$ cat src/rtl/mold_pkg.sv
// mold_pkg -- shared definitions for the MoldUDP64 retransmit-request path.
//
// Holds the default field widths, the byte layout of the 20-byte request
// packet (session, sequence number, message count, all big-endian), the
// per-packet message-count ceiling, the request FSM state encoding and a
// byte-swap helper used to place big-endian header bytes on a little-endian
// (byte 0 in bits [7:0]) streaming bus.
//
// Optional feature macro: RTX_REQ_THROTTLE_EN adds the GAP state.

package mold_pkg;

  localparam int SID_W     = 80;
  localparam int SEQ_NUM_W = 64;
  localparam int ML_W      = 16;

  // Byte offsets of each field inside the request packet.
  localparam int REQ_SID_OFF = 0;
  localparam int REQ_SEQ_OFF = 10;
  localparam int REQ_CNT_OFF = 18;
  localparam int REQ_LEN     = 20;

  localparam logic [15:0] MAX_REQ_CNT = 16'hFFFF;

  typedef enum logic [2:0] {
    ST_IDLE  = 3'd0,
    ST_BEAT0 = 3'd1,
    ST_BEAT1 = 3'd2,
    ST_BEAT2 = 3'd3
`ifdef RTX_REQ_THROTTLE_EN
    ,
    ST_GAP   = 3'd4
`endif
  } rtx_state_e;

  // Reverse byte order: the most significant byte of v lands in bits [7:0].
  function automatic logic [63:0] bswap64(input logic [63:0] v);
    logic [63:0] r;
    r = 64'h0;
    for (int i = 0; i < 8; i++) begin
      r[8*i +: 8] = v[63-8*i -: 8];
    end
    return r;
  endfunction

endpackage

$ cat src/rtl/mold_rtx_ser.sv
// mold_rtx_ser -- combinational beat mux for one retransmit-request packet.
//
// The 20 header bytes are laid out big-endian and padded to three 64-bit
// beats; the current FSM state selects which beat is presented.
//
// Ports:
//   state : current request FSM state (BEAT0..BEAT2 select a beat)
//   sid   : session id of the packet
//   seq   : first sequence number of the packet
//   cnt   : message count of the packet
//   data  : beat payload, byte 0 in bits [7:0]; zero outside beats
//   keep  : byte-valid mask; zero outside beats
//   last  : high on the final beat only

module mold_rtx_ser
  import mold_pkg::*;
(
  input  rtx_state_e           state,
  input  logic [SID_W-1:0]     sid,
  input  logic [SEQ_NUM_W-1:0] seq,
  input  logic [ML_W-1:0]      cnt,
  output logic [63:0]          data,
  output logic [7:0]           keep,
  output logic                 last
);

  localparam int HDR_W = 8 * REQ_LEN;
  localparam int PAD_W = 3 * 64 - HDR_W;

  logic [HDR_W-1:0] hdr_s;
  logic [191:0]     frame_s;

  // Place each field at its byte offset, first byte at the MSB end.
  always_comb begin
    hdr_s = {HDR_W{1'b0}};
    hdr_s[HDR_W-8*REQ_SID_OFF-1 -: SID_W]     = sid;
    hdr_s[HDR_W-8*REQ_SEQ_OFF-1 -: SEQ_NUM_W] = seq;
    hdr_s[HDR_W-8*REQ_CNT_OFF-1 -: ML_W]      = cnt;
  end

  assign frame_s = {hdr_s, {PAD_W{1'b0}}};

  // Select the beat for the current state; bytes go out in header order.
  always_comb begin
    data = 64'h0;
    keep = 8'h00;
    last = 1'b0;
    case (state)
      ST_BEAT0: begin
        data = bswap64(frame_s[191 -: 64]);
        keep = 8'hFF;
      end
      ST_BEAT1: begin
        data = bswap64(frame_s[127 -: 64]);
        keep = 8'hFF;
      end
      ST_BEAT2: begin
        data = bswap64(frame_s[63 -: 64]);
        keep = 8'h0F;
        last = 1'b1;
      end
      default: begin
        data = 64'h0;
        keep = 8'h00;
        last = 1'b0;
      end
    endcase
  end

endmodule

$ cat src/rtl/mold_rtx_req.sv
// mold_rtx_req -- turns a missed sequence range into MoldUDP64 request packets.
//
// A request (session, start sequence, count) is split into packets of at
// most 16'hFFFF messages each; every packet is three 64-bit beats. The next
// packet of the same request starts without a new request until the range
// is exhausted. A zero-count request is accepted and produces nothing.
//
// Ports:
//   clk, nreset          : clock, synchronous active-low reset
//   req_v_i/req_ready_o  : miss request handshake
//   req_sid_i            : session of the missed range
//   req_seq_num_start_i  : first missed sequence number
//   req_seq_num_cnt_i    : number of missed messages
//   tx_v_o/tx_ready_i    : request packet beat handshake
//   tx_data_o/keep/last  : beat payload, byte mask, end of packet
//
// Optional feature macro: RTX_REQ_THROTTLE_EN inserts THROTTLE_CYC idle
// cycles (GAP state) after every packet.

module mold_rtx_req #(
  parameter int SID_W        = mold_pkg::SID_W,
  parameter int SEQ_NUM_W    = mold_pkg::SEQ_NUM_W,
  parameter int ML_W         = mold_pkg::ML_W,
  parameter int THROTTLE_CYC = 16
) (
  input  logic                 clk,
  input  logic                 nreset,
  input  logic                 req_v_i,
  output logic                 req_ready_o,
  input  logic [SID_W-1:0]     req_sid_i,
  input  logic [SEQ_NUM_W-1:0] req_seq_num_start_i,
  input  logic [SEQ_NUM_W-1:0] req_seq_num_cnt_i,
  output logic                 tx_v_o,
  input  logic                 tx_ready_i,
  output logic [63:0]          tx_data_o,
  output logic [7:0]           tx_keep_o,
  output logic                 tx_last_o
);

  import mold_pkg::*;

  rtx_state_e           state_r, state_nxt;
  logic [SID_W-1:0]     sid_r, sid_nxt;
  logic [SEQ_NUM_W-1:0] seq_r, seq_nxt;
  logic [SEQ_NUM_W-1:0] rem_r, rem_nxt;
  logic [ML_W-1:0]      pkt_cnt_s;
  logic                 ready_r, ready_nxt;
  logic                 accept_s;
  logic                 tx_hs_s;

  // A gap length below one cycle has no meaning; flag it in the hierarchy.
  if (THROTTLE_CYC < 1) begin : g_throttle_cyc_below_one
  end

`ifdef RTX_REQ_THROTTLE_EN
  localparam int GAP_W = (THROTTLE_CYC > 1) ? $clog2(THROTTLE_CYC) : 1;
  logic [GAP_W-1:0] gap_r, gap_nxt;
`endif

  // Ready is registered so it reads 0 throughout reset and 1 right after.
  assign req_ready_o = ready_r;
  assign accept_s    = req_v_i & ready_r;
  assign tx_v_o      = (state_r == ST_BEAT0) || (state_r == ST_BEAT1) ||
                       (state_r == ST_BEAT2);
  assign tx_hs_s     = tx_v_o & tx_ready_i;

  // Messages carried by the current packet: the remainder, capped.
  always_comb begin
    if (rem_r > SEQ_NUM_W'(MAX_REQ_CNT)) begin
      pkt_cnt_s = ML_W'(MAX_REQ_CNT);
    end else begin
      pkt_cnt_s = rem_r[ML_W-1:0];
    end
  end

  // Next-state, range bookkeeping and ready computation.
  always_comb begin
    state_nxt = state_r;
    sid_nxt   = sid_r;
    seq_nxt   = seq_r;
    rem_nxt   = rem_r;
`ifdef RTX_REQ_THROTTLE_EN
    gap_nxt   = gap_r;
`endif
    case (state_r)
      ST_IDLE: begin
        if (accept_s) begin
          sid_nxt = req_sid_i;
          seq_nxt = req_seq_num_start_i;
          rem_nxt = req_seq_num_cnt_i;
          if (req_seq_num_cnt_i != {SEQ_NUM_W{1'b0}}) begin
            state_nxt = ST_BEAT0;
          end else begin
            state_nxt = ST_IDLE;
          end
        end else if (rem_r != {SEQ_NUM_W{1'b0}}) begin
          state_nxt = ST_BEAT0;
        end else begin
          state_nxt = ST_IDLE;
        end
      end
      ST_BEAT0: begin
        if (tx_hs_s) begin
          state_nxt = ST_BEAT1;
        end else begin
          state_nxt = ST_BEAT0;
        end
      end
      ST_BEAT1: begin
        if (tx_hs_s) begin
          state_nxt = ST_BEAT2;
        end else begin
          state_nxt = ST_BEAT1;
        end
      end
      ST_BEAT2: begin
        if (tx_hs_s) begin
          rem_nxt = rem_r - SEQ_NUM_W'(pkt_cnt_s);
          seq_nxt = seq_r + SEQ_NUM_W'(pkt_cnt_s);
`ifdef RTX_REQ_THROTTLE_EN
          state_nxt = ST_GAP;
          gap_nxt   = GAP_W'(THROTTLE_CYC - 1);
`else
          if (rem_nxt != {SEQ_NUM_W{1'b0}}) begin
            state_nxt = ST_BEAT0;
          end else begin
            state_nxt = ST_IDLE;
          end
`endif
        end else begin
          state_nxt = ST_BEAT2;
        end
      end
`ifdef RTX_REQ_THROTTLE_EN
      ST_GAP: begin
        if (gap_r == {GAP_W{1'b0}}) begin
          if (rem_r != {SEQ_NUM_W{1'b0}}) begin
            state_nxt = ST_BEAT0;
          end else begin
            state_nxt = ST_IDLE;
          end
        end else begin
          gap_nxt = gap_r - {{(GAP_W-1){1'b0}}, 1'b1};
        end
      end
`endif
      default: begin
        state_nxt = ST_IDLE;
      end
    endcase
    ready_nxt = (state_nxt == ST_IDLE) && (rem_nxt == {SEQ_NUM_W{1'b0}});
  end

  // State and range registers; reset drops any packet and remainder.
  always_ff @(posedge clk) begin
    if (!nreset) begin
      state_r <= ST_IDLE;
      sid_r   <= {SID_W{1'b0}};
      seq_r   <= {SEQ_NUM_W{1'b0}};
      rem_r   <= {SEQ_NUM_W{1'b0}};
      ready_r <= 1'b0;
`ifdef RTX_REQ_THROTTLE_EN
      gap_r   <= {GAP_W{1'b0}};
`endif
    end else begin
      state_r <= state_nxt;
      sid_r   <= sid_nxt;
      seq_r   <= seq_nxt;
      rem_r   <= rem_nxt;
      ready_r <= ready_nxt;
`ifdef RTX_REQ_THROTTLE_EN
      gap_r   <= gap_nxt;
`endif
    end
  end

  mold_rtx_ser u_ser (
    .state (state_r),
    .sid   (sid_r),
    .seq   (seq_r),
    .cnt   (pkt_cnt_s),
    .data  (tx_data_o),
    .keep  (tx_keep_o),
    .last  (tx_last_o)
  );

endmodule

$ cat config.mk
export PLATFORM = sky130hd
export DESIGN_NAME = mold_rtx_req
export DESIGN_NICKNAME = d
export VERILOG_FILES = /design/src/rtl/mold_pkg.sv /design/src/rtl/mold_rtx_ser.sv /design/src/rtl/mold_rtx_req.sv
export SDC_FILE = /design/constraint.sdc
export NUM_CORES = 1
export LEC_CHECK = 0
export CAP_MARGIN = 0
export CORE_MARGIN = 2
export CORE_UTILIZATION = 48
export CTS_CLUSTER_DIAMETER = 100
export DETAILED_ROUTE_END_ITERATION = 8
export PLACE_DENSITY_LB_ADDON = 0.05
export REMOVE_ABC_BUFFERS = 1
export SLEW_MARGIN = 0
export SYNTH_ARGS = -nofsm -noshare
export SYNTH_HDL_FRONTEND = slang
export SYNTH_SLANG_ARGS = --single-unit
$ cat constraint.sdc
create_clock -name clk -period 5.2 [get_ports clk]
set_input_delay 1.04 -clock clk [delete_from_list [all_inputs] [get_ports clk]]
set_output_delay 1.04 -clock clk [all_outputs]
set_load 0.1 [all_outputs]
# Yosys cells after proc, flatten, opt, wreduce, memory -nomap -nowiden
# Index checks and enable logic that the tools add are counted.
dict set report classes {
  addsub 2
  order_cmp 1
  n_eq_ne 5
  muxes 18
  bitwise 2
  reduce_logical 13
}
# cell n
set ops {}
lappend ops {{2-to-1 mux 64 bit} 4}
lappend ops {{one-hot mux 64 bit (2 select lines)} 2}
lappend ops {{one-hot mux 64 bit (3 select lines)} 1}
lappend ops {{nonzero test 64 bit} 3}
lappend ops {{adder 64 x 16 -> 64 bit} 1}
lappend ops {{greater-than comparator 64 x 16 -> 1 bit (second input constant)} 1}
lappend ops {{logical NOT 64 bit} 1}
lappend ops {{subtractor 64 x 16 -> 64 bit} 1}
lappend ops {{2-to-1 mux 16 bit} 1}
lappend ops {{one-hot mux 8 bit (2 select lines)} 1}
lappend ops {{one-hot mux 3 bit (4 select lines)} 1}
lappend ops {{equality test 3 x 2 -> 1 bit (second input constant)} 2}
lappend ops {{logical NOT 3 bit} 2}
lappend ops {{2-to-1 mux 3 bit} 2}
lappend ops {{2-to-1 mux 1 bit} 5}
lappend ops {{!= test 2 bit (second input constant)} 2}
lappend ops {{equality test 3 x 1 -> 1 bit (second input constant)} 1}
lappend ops {{AND reduction 3 bit} 1}
lappend ops {{bitwise AND 1 bit} 2}
lappend ops {{logical OR 1 bit} 2}
lappend ops {{2-to-1 mux 2 bit} 1}
lappend ops {{AND reduction 2 bit} 1}
lappend ops {{nonzero test 2 bit} 1}
lappend ops {{OR reduction 2 bit} 1}
lappend ops {{logical AND 1 bit} 1}
dict set report totals {
  register_bits 212
  in_bits 212
  output_inout_bits 75
  word_cells 46
}

# Logic depth before layout (Yosys ltp)
dict set report logic_depth {
  depth_word 9
  depth_mapped 23
  depth_no_buf 17
}

# Cells and area by module
# Synthesis repeated with hierarchy kept, for this count alone.
dict set report hier_totals {
  hier_cells 2097
  area_unflattened_um2 15137.0
}
# mod instances cells_each area_per_inst_um2
set by_module_without_submodules {}
lappend by_module_without_submodules {mold_rtx_req 1 1857 13499.2}
lappend by_module_without_submodules {mold_rtx_ser 1 240 1637.8}

# Worst setup path before layout
# Ideal clock, no wire load.
dict set report synth_timing {
  kind {register -> register}
  startpoint {reg rem_r[50]}
  endpoint {reg seq_r[51]}
  setup_ns 0.058
  t_arrival_ns 5.191
  required_ns 5.142
  setup_slack_ns -0.050
  stages_incl_launch_ff 24
  path_buffers 7
  path_cell_list {dfxtp_1 buf_6 or3_4 or4_4 buf_6 nand4bb_1 buf_4 clkbuf_1 clkbuf_1 or3_1 ha_1 a21o_1 a21oi_1 o21ba_2 o21ai_0 a211oi_1 nor2_1 a221oi_1 or4_1 clkbuf_1 clkbuf_1 nor2_1 a21oi_1 o221a_2}
}
dict set report synth_via {
  elab_chain_len 5
}
# item line_no
set synth_rtl {}
lappend synth_rtl {{from (decl)} mold_rtx_req.sv:45} ;# logic [SEQ_NUM_W-1:0] rem_r, rem_nxt;
lappend synth_rtl {{from (signal assigned)} mold_rtx_req.sv:160} ;# rem_r <= {SEQ_NUM_W{1'b0}};
lappend synth_rtl {{from (signal assigned)} mold_rtx_req.sv:169} ;# rem_r <= rem_nxt;
lappend synth_rtl {{greater-than comparator 64 x 16 -> 1 bit} mold_rtx_req.sv:69} ;# if (rem_r > SEQ_NUM_W'(MAX_REQ_CNT)) begin
lappend synth_rtl {{2-to-1 mux 16 bit} mold_rtx_req.sv:69}
lappend synth_rtl {{adder 64 x 16 -> 64 bit} mold_rtx_req.sv:119} ;# seq_nxt = seq_r + SEQ_NUM_W'(pkt_cnt_s);
lappend synth_rtl {{2-to-1 mux 64 bit} mold_rtx_req.sv:117} ;# if (tx_hs_s) begin
lappend synth_rtl {{one-hot mux 64 bit (2 select lines)} mold_rtx_req.sv:85} ;# case (state_r)
lappend synth_rtl {{to (signal assigned)} mold_rtx_req.sv:159} ;# seq_r <= {SEQ_NUM_W{1'b0}};
lappend synth_rtl {{to (signal assigned)} mold_rtx_req.sv:168} ;# seq_r <= seq_nxt;
lappend synth_rtl {{to (decl)} mold_rtx_req.sv:44} ;# logic [SEQ_NUM_W-1:0] seq_r, seq_nxt;
# No other way between the ends. The select of a mux whose other input is x is not followed.
# A chain may end at the register's enable or synchronous reset.

# Worst setup path in the final report
dict set report layout_timing {
  startpoint {reg rem_r[50]}
  endpoint {reg seq_r[58]}
}
# The elaborated chain is that of the path after synthesis.

==> results.yml <==
yosys:
  synth-edff-count: 0
  syn_avg_cell_area_um2: 7.14
  synth_seq_cells: 211
  synth_top_cells_by_area: "dfxtp_1 29%, nand2_1 8.1%, a21oi_1 6.9%, nor2_1 5.5%, clkbuf_1 4.0%"
  yosysTopAreaCell: "dfxtp_1"
  postSynthCellCount: 2015
  synthesis.area_um2: 14400
  synth_ff_type: "dfxtp_1"
  async_reset_ff_share_pct: 0
  yosysWarnings: 0
  ys_types: 87
  synth.top_cell.area_share_pct: 29.3
  yosysSeqAreaShare_pct: 29.3
floorplanning:
  core-area_um2: 29600
  io_pins: 287
  dieWidth_um: 177
  initial_core_util_pct: 48.7
  die-area_um2: 31400
  fp.dieH_um: 177
  placementRows: 63
worst_setup_path:
  cp-end-kind: "flip-flop"
  worstSetupPathType: "flip-flop to flip-flop"
  reg2reg_from: "rem_r[50]$_SDFF_PN0_"
  reg2reg_depth: 16
  arrival_ns: 5.44
  worstPathRequired_ns: 5.63
  r2r_end: "seq_r[58]$_SDFFE_PN0P_"
  r2r_setup_slack_ns: 0.19
  cp_max_fo: 20
  cp-start-kind: "flip-flop"
power_and_ir_drop:
  power_density_nw_per_um2: 543
  irDropWorstVdd_uv: 325
  p_leak_nw: 6.92
routing:
  vias: 18080
  postRouteAntennaNets: 0
  first_iter_violations: 2596
  vias_per_cell: 6.66
  wl_um: 67600
  wire_per_inst_um: 24.9
  first_pass_iters: 6
  drc: 0
layout:
  nets: 2539
  final_cell_area_um2: 19100
  final_cell_mix: "308 x nand2_1, 255 x clkdlybuf4s50_1, 211 x dfxtp_1"
  synthToLayoutAreaGrowth_pct: 32.8
  nFillCells: 2663
  finish.utilization_pct: 64.7
  layout-drive-gt1-share_pct: 12.4
  mostFrequentLayoutCell: "nand2_1"
sta:
  fin_crit_sh_pct: 96.3
  setup_viol: 0
  slew_headroom_pct: 33.8
  drv_slew: 0
  worst_slew_pin_slew_ns: 0.990
  skew_ns: 0.0309
  max_freq_mhz: 200
  hold_viol: 0
  fin_crit_ns: 5.01
worst_hold_path:
  hold-path-endpoint: "sid_r[39]$_SDFFE_PN0P_"
  hold_path_class: "flip-flop to flip-flop"
  holdPathStages: 2
  worstHoldStart: "sid_r[39]$_SDFFE_PN0P_"
grt:
  grt_max_degree: 86
  overflow: 0
  grt_pass1_wl_um: 101000
  grt_use_total_pct: 41.8
  antenna_found_initial: 3
  grt_pass1_vias: 16998
cts:
  clk_latency_ns: 0.56
  clock-sinks: 211
  cts_buffer_depth: 3
  clk_pin_slew_ns: 0.06
  cts_tree: "yes"
  cts_root_buf: "clkbuf_16"
  cts_htree_levels: 1
  numCtsBuffers: 26
placement:
  hpwlAfterDp_um: 49000
  gp_congestion: 1.04
  postPlaceCellArea_um2: 18200
  portBuffers: 286
outcome:
  outcome: "finished, final reports clean"
job:
  max_cap_viol_count: 0
where the power goes:
part | switching, W | total, W | internal [W]
Combinational | 0.00418 | 0.00643 | 0.00226
Clock | 0.000750 | 0.00183 | 0.00108
Sequential | 0.000282 | 0.00212 | 0.00184
Total | 0.00521 | 0.0104 | 0.00517
Yosys cell counts, drive strengths merged, types with 37 or more instances:
| cell | count |
|---|---|
| nand4 | 37 |
| and2 | 37 |
| a222oi | 37 |
| clkbuf | 154 |
| a22oi | 49 |
| o21ai | 104 |
| nor3 | 48 |
| nand3 | 56 |
| nand2 | 310 |
| nor2 | 210 |
| a21oi | 200 |
| dfxtp | 211 |
| nor4 | 54 |
cell type report:
cell class	count	area, um2	area share [%]
tap	390	488	2.55
timing repair buffer	447	4000	20.9
sequential	211	4220	22.1
clock inverter	7	73.8	0.386
antenna	1	2.50	0.0131
multi-input combinational	1595	9450	49.4
inverter	24	92.6	0.484
clock buffer	39	779	4.08
sequential cells by signal (all words and copies together), names as in the netlist:
| signal | cells |
|---|---|
| sid_r | 80 |
| rem_r | 64 |
| seq_r | 64 |
| state_r | 2 |
| req_ready_o | 1 |
repair_timing:
action | in CTS | in global routing
hold buffers | 0 | 0
buffers inserted | 0 | 0
gates resized for setup | 0 | 13
setup endpoints to repair | 0 | 20
cell families (layout without fill, tap and decap cells):
group / after synthesis / count (layout) / synth area share, %
multiplexers: 18 / 18 / 1.28
adder cells (fa/ha/maj): 22 / 22 / 1.96
flip-flops: 211 / 211 / 29.3
XOR/XNOR: 43 / 43 / 2.62
buffers and inverters: 209 / 517 / 5.84
AND/OR/NAND/NOR: 894 / 894 / 30.0
other: 0 / 1 / 0
AO/OA/AOI/OAI: 618 / 618 / 28.9
worst max-delay path, cell delays in order, from the launching register on:
cell and delay [ns]:
dfxtp_1 0.32, or3_4 0.39, or4_4 0.53, nand4bb_2 0.32, buf_4 0.20, buf_4 0.20
or3_1 0.37, ha_2 0.42, nand3_1 0.16, nor4_1 0.30, nor2_1 0.14, a2111o_1 0.41
nor3_1 0.46, buf_4 0.24, a21o_1 0.12, a21boi_0 0.08, o21a_1 0.21
how the worst max path moves through the flow:
stage | startpoint | endpoint | slack (ns) | cells after the start
floorplan | state_r[0]$_SDFF_PN0_ | seq_r[37]$_SDFFE_PN0P_ | -3.86 | 6
global placement | rem_r[50]$_SDFF_PN0_ | seq_r[40]$_SDFFE_PN0P_ | 0.25 | 15
detailed placement | rem_r[50]$_SDFF_PN0_ | seq_r[40]$_SDFFE_PN0P_ | 0.19 | 15
CTS | rem_r[50]$_SDFF_PN0_ | seq_r[40]$_SDFFE_PN0P_ | 0.19 | 15
global route | rem_r[50]$_SDFF_PN0_ | seq_r[57]$_SDFFE_PN0P_ | -0.01 | 17
finish | rem_r[50]$_SDFF_PN0_ | seq_r[58]$_SDFFE_PN0P_ | 0.19 | 16
per-stage QoR:
stage                     setup TNS [ns]  hold WS (ns)  std cells  total power (W)  setup slack (ns)
final                                  0         0.454       2714           0.0104             0.193
after global routing             -0.0122         0.471       2714           0.0108           -0.0122
after CTS                              0         0.453       2712           0.0100             0.186
after detailed placement               0         0.446       2666          0.00821             0.194
after global placement                 0         0.442       2666          0.00818             0.249
after floorplan                  -512.98         0.436       1830          0.00562             -3.86
metal layers:
metal | wire, um | global-route usage, % | vias to the layer above
met5 | 62 | 1.12 | -
li1 | - | - | 8014
met1 | 27000 | 56.4 | 8467
met2 | 28600 | 62.5 | 1343
met3 | 8740 | 11.0 | 250
met4 | 3140 | 17.9 | 6
No activity file was read; power rests on OpenSTA's default activity.
